**src/rtl/regfile_wb_scheduler_pkg.sv**
```systemverilog
// Shared constants and requester ids for the register-file write-port scheduler.
package regfile_ctrl_pkg;
    localparam int DW   = 24;
    localparam int AW   = 4;
    localparam int NREG = 16;
    localparam int NREQ = 3;

    typedef enum logic [1:0] {
        REQ_ALU = 2'd0,
        REQ_MEM = 2'd1,
        REQ_MUL = 2'd2
    } req_id_t;
endpackage

```
**src/rtl/regfile_wb_scheduler_if.sv**
```systemverilog
// Writeback request bus: per-requester valid/addr/data with a one-hot grant back.
interface regfile_wb_if #(
    parameter int NREQ = 3,
    parameter int AW   = 4,
    parameter int DW   = 24
) ();
    logic [NREQ-1:0]    wb_valid;
    logic [NREQ*AW-1:0] wb_addr;
    logic [NREQ*DW-1:0] wb_data;
    logic [NREQ-1:0]    wb_ready;

    modport master (output wb_valid, wb_addr, wb_data, input wb_ready);
    modport slave  (input wb_valid, wb_addr, wb_data, output wb_ready);
endinterface

```
**src/rtl/regfile_wb_scheduler_rr_arbiter.sv**
```systemverilog
// Round-robin arbiter: search begins one past the last granted requester.
module rr_arbiter #(
    parameter int N = 3
) (
    input  logic         clk,
    input  logic         reset,
    input  logic [N-1:0] req,
    input  logic         accept,
    output logic [N-1:0] grant
);
    localparam int IW = (N > 1) ? $clog2(N) : 1;

    logic [IW-1:0] last_grant_q, last_grant_d;
    logic [IW-1:0] grant_idx;
    int            idx;

    always_comb begin
        grant     = '0;
        grant_idx = last_grant_q;
        idx       = 0;
        for (int k = 1; k <= N; k++) begin
            idx = (int'(last_grant_q) + k) % N;
            if (req[idx] && (grant == '0)) begin
                grant[idx] = 1'b1;
                grant_idx  = IW'(idx);
            end
        end
        last_grant_d = accept ? grant_idx : last_grant_q;
    end

    always_ff @(posedge clk) begin
        if (!reset) last_grant_q <= IW'(N - 1);
        else        last_grant_q <= last_grant_d;
    end
endmodule

```
**src/rtl/regfile_wb_scheduler.sv**
```systemverilog
// Shares the register-file write port among writeback requesters and
// stalls decode issue on RAW/WAW hazards against outstanding writes.
module regfile_wb_scheduler #(
    parameter int NREQ = regfile_ctrl_pkg::NREQ,
    parameter int DW   = regfile_ctrl_pkg::DW,
    parameter int AW   = regfile_ctrl_pkg::AW,
    parameter int NREG = regfile_ctrl_pkg::NREG
) (
    input  logic            clk,
    input  logic            reset,
    input  logic            issue_valid,
    input  logic [AW-1:0]   issue_rd,
    input  logic [AW-1:0]   issue_rs1,
    input  logic [AW-1:0]   issue_rs2,
    input  logic [AW-1:0]   issue_rs3,
    input  logic [2:0]      issue_use,
    output logic            stall,
    regfile_wb_if.slave     wb,
    output logic            regwBoolean,
    output logic [AW-1:0]   rwselector,
    output logic [DW-1:0]   rwdata,
    output logic [NREG-1:0] pending
);
    import regfile_ctrl_pkg::*;

    logic [NREQ-1:0] grant;
    logic            accept;
    logic            issue_acc;
    logic            src_hit;
    logic [AW-1:0]   sel_addr;
    logic [DW-1:0]   sel_data;

    logic            wr_en_q,   wr_en_d;
    logic [AW-1:0]   wr_sel_q,  wr_sel_d;
    logic [DW-1:0]   wr_data_q, wr_data_d;
    logic [NREG-1:0] pending_q, pending_d;

    rr_arbiter #(.N(NREQ)) u_arb (
        .clk    (clk),
        .reset  (reset),
        .req    (wb.wb_valid),
        .accept (accept),
        .grant  (grant)
    );

    assign wb.wb_ready = reset ? grant : '0;
    assign accept      = |(wb.wb_valid & wb.wb_ready);

    always_comb begin
        sel_addr = '0;
        sel_data = '0;
        for (int i = 0; i < NREQ; i++) begin
            if (wb.wb_ready[i]) begin
                sel_addr = wb.wb_addr[i*AW +: AW];
                sel_data = wb.wb_data[i*DW +: DW];
            end
        end
    end

    // No bypass from the write port: hazards resolve only once pending clears.
    assign src_hit   = (issue_use[0] && pending_q[issue_rs1]) ||
                       (issue_use[1] && pending_q[issue_rs2]) ||
                       (issue_use[2] && pending_q[issue_rs3]);
    assign stall     = reset && issue_valid && (pending_q[issue_rd] || src_hit);
    assign issue_acc = issue_valid && !stall;

    always_comb begin
        wr_en_d   = accept;
        wr_sel_d  = accept ? sel_addr : wr_sel_q;
        wr_data_d = accept ? sel_data : wr_data_q;
        pending_d = pending_q;
        if (wr_en_q)   pending_d[wr_sel_q] = 1'b0;
        // Set after clear so a same-cycle issue to the written register wins.
        if (issue_acc) pending_d[issue_rd] = 1'b1;
    end

    always_ff @(posedge clk) begin
        if (!reset) begin
            wr_en_q   <= 1'b0;
            wr_sel_q  <= '0;
            wr_data_q <= '0;
            pending_q <= '0;
        end else begin
            wr_en_q   <= wr_en_d;
            wr_sel_q  <= wr_sel_d;
            wr_data_q <= wr_data_d;
            pending_q <= pending_d;
        end
    end

    assign regwBoolean = wr_en_q;
    assign rwselector  = wr_sel_q;
    assign rwdata      = wr_data_q;
    assign pending     = pending_q;
endmodule

```
**src/flat_wrapper.sv**
```systemverilog
// flat-port wrapper written by rule: the top's interface ports become plain ports
module regfile_wb_scheduler_flat import regfile_ctrl_pkg::*;
#(
    parameter int NREQ = regfile_ctrl_pkg::NREQ,
    parameter int DW   = regfile_ctrl_pkg::DW,
    parameter int AW   = regfile_ctrl_pkg::AW,
    parameter int NREG = regfile_ctrl_pkg::NREG
)
  (clk, reset, issue_valid, issue_rd, issue_rs1, issue_rs2, issue_rs3, issue_use, stall, regwBoolean, rwselector, rwdata, pending, wb_wb_valid, wb_wb_addr, wb_wb_data, wb_wb_ready);
  regfile_wb_if #(.NREQ(NREQ), .AW(AW), .DW(DW)) wb_i ();
  input  logic clk;
  input  logic reset;
  input  logic issue_valid;
  input  logic [AW-1:0] issue_rd;
  input  logic [AW-1:0] issue_rs1;
  input  logic [AW-1:0] issue_rs2;
  input  logic [AW-1:0] issue_rs3;
  input  logic [2:0] issue_use;
  output logic stall;
  output logic regwBoolean;
  output logic [AW-1:0] rwselector;
  output logic [DW-1:0] rwdata;
  output logic [NREG-1:0] pending;
  input wire logic [$bits(wb_i.wb_valid)-1:0] wb_wb_valid;
  input wire logic [$bits(wb_i.wb_addr)-1:0] wb_wb_addr;
  input wire logic [$bits(wb_i.wb_data)-1:0] wb_wb_data;
  output wire logic [$bits(wb_i.wb_ready)-1:0] wb_wb_ready;
  assign wb_i.wb_valid = wb_wb_valid;
  assign wb_i.wb_addr = wb_wb_addr;
  assign wb_i.wb_data = wb_wb_data;
  assign wb_wb_ready = wb_i.wb_ready;
  regfile_wb_scheduler #(.NREQ(NREQ), .DW(DW), .AW(AW), .NREG(NREG)) u_core (.clk(clk), .reset(reset), .issue_valid(issue_valid), .issue_rd(issue_rd), .issue_rs1(issue_rs1), .issue_rs2(issue_rs2), .issue_rs3(issue_rs3), .issue_use(issue_use), .stall(stall), .wb(wb_i), .regwBoolean(regwBoolean), .rwselector(rwselector), .rwdata(rwdata), .pending(pending));
endmodule
```
**config.mk**
```make
export PLATFORM = sky130hd
export DESIGN_NAME = regfile_wb_scheduler_flat
export DESIGN_NICKNAME = d
export VERILOG_FILES = /design/src/rtl/regfile_wb_scheduler_pkg.sv /design/src/rtl/regfile_wb_scheduler_if.sv /design/src/rtl/regfile_wb_scheduler_rr_arbiter.sv /design/src/rtl/regfile_wb_scheduler.sv /design/src/flat_wrapper.sv
export SDC_FILE = /design/constraint.sdc
export NUM_CORES = 1
export LEC_CHECK = 0
export CORE_MARGIN = 4
export CORE_UTILIZATION = 44
export CTS_CLUSTER_DIAMETER = 100
export CTS_CLUSTER_SIZE = 30
export DETAILED_ROUTE_END_ITERATION = 10
export HOLD_SLACK_MARGIN = 0.15
export PLACE_DENSITY = 0.87
export REMOVE_ABC_BUFFERS = 1
export SLEW_MARGIN = 20
export SYNTH_ARGS = -nofsm -noshare
export SYNTH_HDL_FRONTEND = slang
export SYNTH_HIERARCHICAL = 1
export SYNTH_SLANG_ARGS = --single-unit
```
**constraint.sdc**
```tcl
create_clock -name clk -period 5.6 [get_ports clk]
set_input_delay 1.4 -clock clk [delete_from_list [all_inputs] [get_ports clk]]
set_output_delay 1.4 -clock clk [all_outputs]
set_load 0.005 [all_outputs]
```
==> flow_metrics.env <==
export IMPL_synth_ff_type="dfxtp_1"
export IMPL_status="completed"
export IMPL_cts_clk_slew_worst_paths_ns=0.08
export IMPL_cp_max_fo=8
export IMPL_hold_path_class="reg2reg"
export IMPL_cts_buffers=5
export IMPL_cts_resized=0
export IMPL_report_final_slew_viol_count=0
export IMPL_synth_edf_count=0
export IMPL_cts_root_buf="clkbuf_8"
export IMPL_finalCriticalPeriod_ns=5.30
export IMPL_gp_congestion=0.922
export IMPL_final_hold_violation_count=0
export IMPL_yosys_top_cells_count="dfxtp_1 (47), nand2_1 (30), nand3_1 (28)"
export IMPL_route_detailed_drc=0
export IMPL_power_density_mw_per_mm2=393
export IMPL_first_pass_iters=5
export IMPL_switching_share=0.429
export IMPL_power_frac_seq=0.252
export IMPL_clock_latency_ns=0.30
export IMPL_reg2reg_depth=14
export IMPL_die_w_um=93.7
export IMPL_rsz0062_at_grt="no"
export IMPL_synth_most_common_cell="dfxtp_1"
export IMPL_routed_wl_um=11400
export IMPL_postSynthAreaPerCell_sq_um=9.16
export IMPL_ys_ff_latch=47
export IMPL_placed_cell_area_sq_mm=0.00483
export IMPL_cap_violations=0
export IMPL_placementRows=30
export IMPL_timing_fmax_mhz=189
export IMPL_total_leakage_power_nw=1.70
export IMPL_cts_setup_buffers=0
export IMPL_syn2layout_area_growth_pct=51.9
export IMPL_reg2reg_slack_ns=1.77
export IMPL_synthCells=353
export IMPL_cts_sinks=47
export IMPL_yosys_warnings=6
export IMPL_grt_pass1_wl_um=17500
export IMPL_wire_per_inst_um=19.3
export IMPL_gr_total_overflow=0
export IMPL_dp_hpwl_um=8900
export IMPL_portBuffers=157
export IMPL_clk_path_buf_depth=2
export IMPL_grt_pass1_vias=3430
export IMPL_fin_nets=607
export IMPL_grt_max_degree=43
export IMPL_synth_area_sq_mm=0.00323
export IMPL_die_area_sq_mm=0.00879
export IMPL_synth_top_cell_by_area="dfxtp_1"
export IMPL_relSlewSlack=0.355
export IMPL_design_area_sq_mm=0.00491
export IMPL_drt_iter0_markers=303
export IMPL_ant_nets=0
export IMPL_die_h_um=93.7
export IMPL_ys_top_cells_by_area="dfxtp_1 (29%), mux4_2 (9.1%), a221o_1 (6.2%)"
export IMPL_p_sw_mw=0.829
export IMPL_worst_pin_slew_ns=0.963
export IMPL_antenna_cells=0
export IMPL_cp_start_kind="input pin"
export IMPL_grtUsageTotal=0.253
export IMPL_cellInternalPower_mw=1.10
export IMPL_crit_type="in2out"
export IMPL_cp_data_arrival_time_ns=3.90
export IMPL_ir_drop_mv=0.352
export IMPL_yosysSeqAreaShare=0.291
export IMPL_viasPerCell=6.01
export IMPL_endpoint_kind="primary output"
export IMPL_core_area_sq_mm=0.00698
export IMPL_htree_levels=2
export IMPL_cp_required_ns=4.20
export IMPL_vias=3552
export IMPL_start_util=0.463
export IMPL_finClkSkew_ns=0.00890
export IMPL_cts_hold_buffers=0
export IMPL_cts_tree="done"
export IMPL_clkPwrFrac=0.100
export IMPL_combPwrFrac=0.648
export IMPL_drive_above_1_share=0.0828
export IMPL_setup_tns_final_ns=0
export IMPL_layout_worst_path_cycle_share=0.947
export IMPL_ys_async_sr_fraction=0
export IMPL_holdPathStages=2
export IMPL_io_pins=158
export IMPL_grt_antenna_before_repair=0
export IMPL_synth_top_area_share=0.291
export IMPL_setup_viol=0
export IMPL_synth_cell_types=52
[power by group through the flow]
stage / Sequential, mW / Combinational, mW / Clock (mW)
after floorplan: 0.488 / 0.755 / 0
after global placement: 0.488 / 1.22 / 0
after detailed placement: 0.492 / 1.24 / 0
after CTS: 0.486 / 1.25 / 0.200
after global routing: 0.499 / 1.36 / 0.214
final: 0.486 / 1.25 / 0.194
[path summary, 6_finish.rpt]
kind / from / endpoint
setup / recovery: issue_rd[1] / stall
hold / removal: u_core/rwdata[5] / u_core/rwdata[5]
setup reg to reg: u_core/u_arb/last_grant_q[0] / u_core/rwselector[1]
hold reg to reg: u_core/rwdata[5] / u_core/rwdata[5]
[worst max-delay path, cell delays in order]
cell             delay (ns)
clkdlybuf4s50_1        0.65
mux4_1                 0.61
mux4_2                 0.46
nand4b_4               0.18
nand2_1                0.09
a31oi_1                0.08
clkdlybuf4s50_1        0.44
[metrics by stage]
stage          worst slack, ns  cells  hold WS, ns  utilization  total power, mW
2_1_floorplan           -0.532    324        0.448            -             1.24
3_3_place_gp             0.362    583        0.437        0.692             1.71
3_5_place_dp             0.325    583        0.443        0.692             1.73
4_1_cts                  0.321    591        0.454        0.704             1.93
5_1_grt                  0.118    591        0.474        0.704             2.07
6_report                 0.299    591        0.452        0.704             1.93
[metal layers]
metal | vias up | GRT usage | part of all wire
li1 | 1667 | - | -
met1 | 1664 | 0.317 | 0.39
met2 | 211 | 0.420 | 0.49
met3 | 10 | 0.0793 | 0.11
met4 | 0 | 0.0638 | 0.014
met5 | - | 0 | 0
[kinds of logic (layout without fill, tap and decap cells)]
logic type                 Yosys count  in the layout  share of synthesized area
AOI/OAI and AO/OA                  121            121                      0.285
and+or+nand+nor                    118            118                      0.209
DFF                                 47             47                      0.291
buffers and inverters               40            182                     0.0588
muxes                               23             23                      0.142
adders and majority gates            4              4                     0.0155
[sequential cells by signal, summed over array words and instances, names as in the netlist]
name,flops
u_core/pending,16
u_core/u_arb/last_grant_q,2
u_core/regwBoolean,1
u_core/rwdata,24
u_core/rwselector,4
[placed cells by master (no fill, tap or decap), drive strengths merged, types with 3 or more instances in the layout]
master / n
nor3b: 3
a21oi: 22
inv: 11
and2: 4
o2111ai: 3
a22oi: 17
a221o: 20
mux2i: 6
mux4: 17
nor2: 7
o22ai: 8
ha: 4
clkdlybuf4s50: 157
clkbuf: 7
nand2: 30
o311ai: 4
nor2b: 3
nand3: 28
o31ai: 20
o211ai: 14
buf: 6
nand3b: 7
dfxtp: 47
nand2b: 23
o21ai: 6
[final cells by class]
type                    instances  area (sq um)
flip-flops and latches         47           941
well taps                      96           120
clock inverters                 1          5.00
repair buffers                163          1620
fillers                       533          2070
multi-input cells             266          2110
clock buffers                   7          76.3
inverters                      11          43.8
Power figures use the tool's default switching activity.
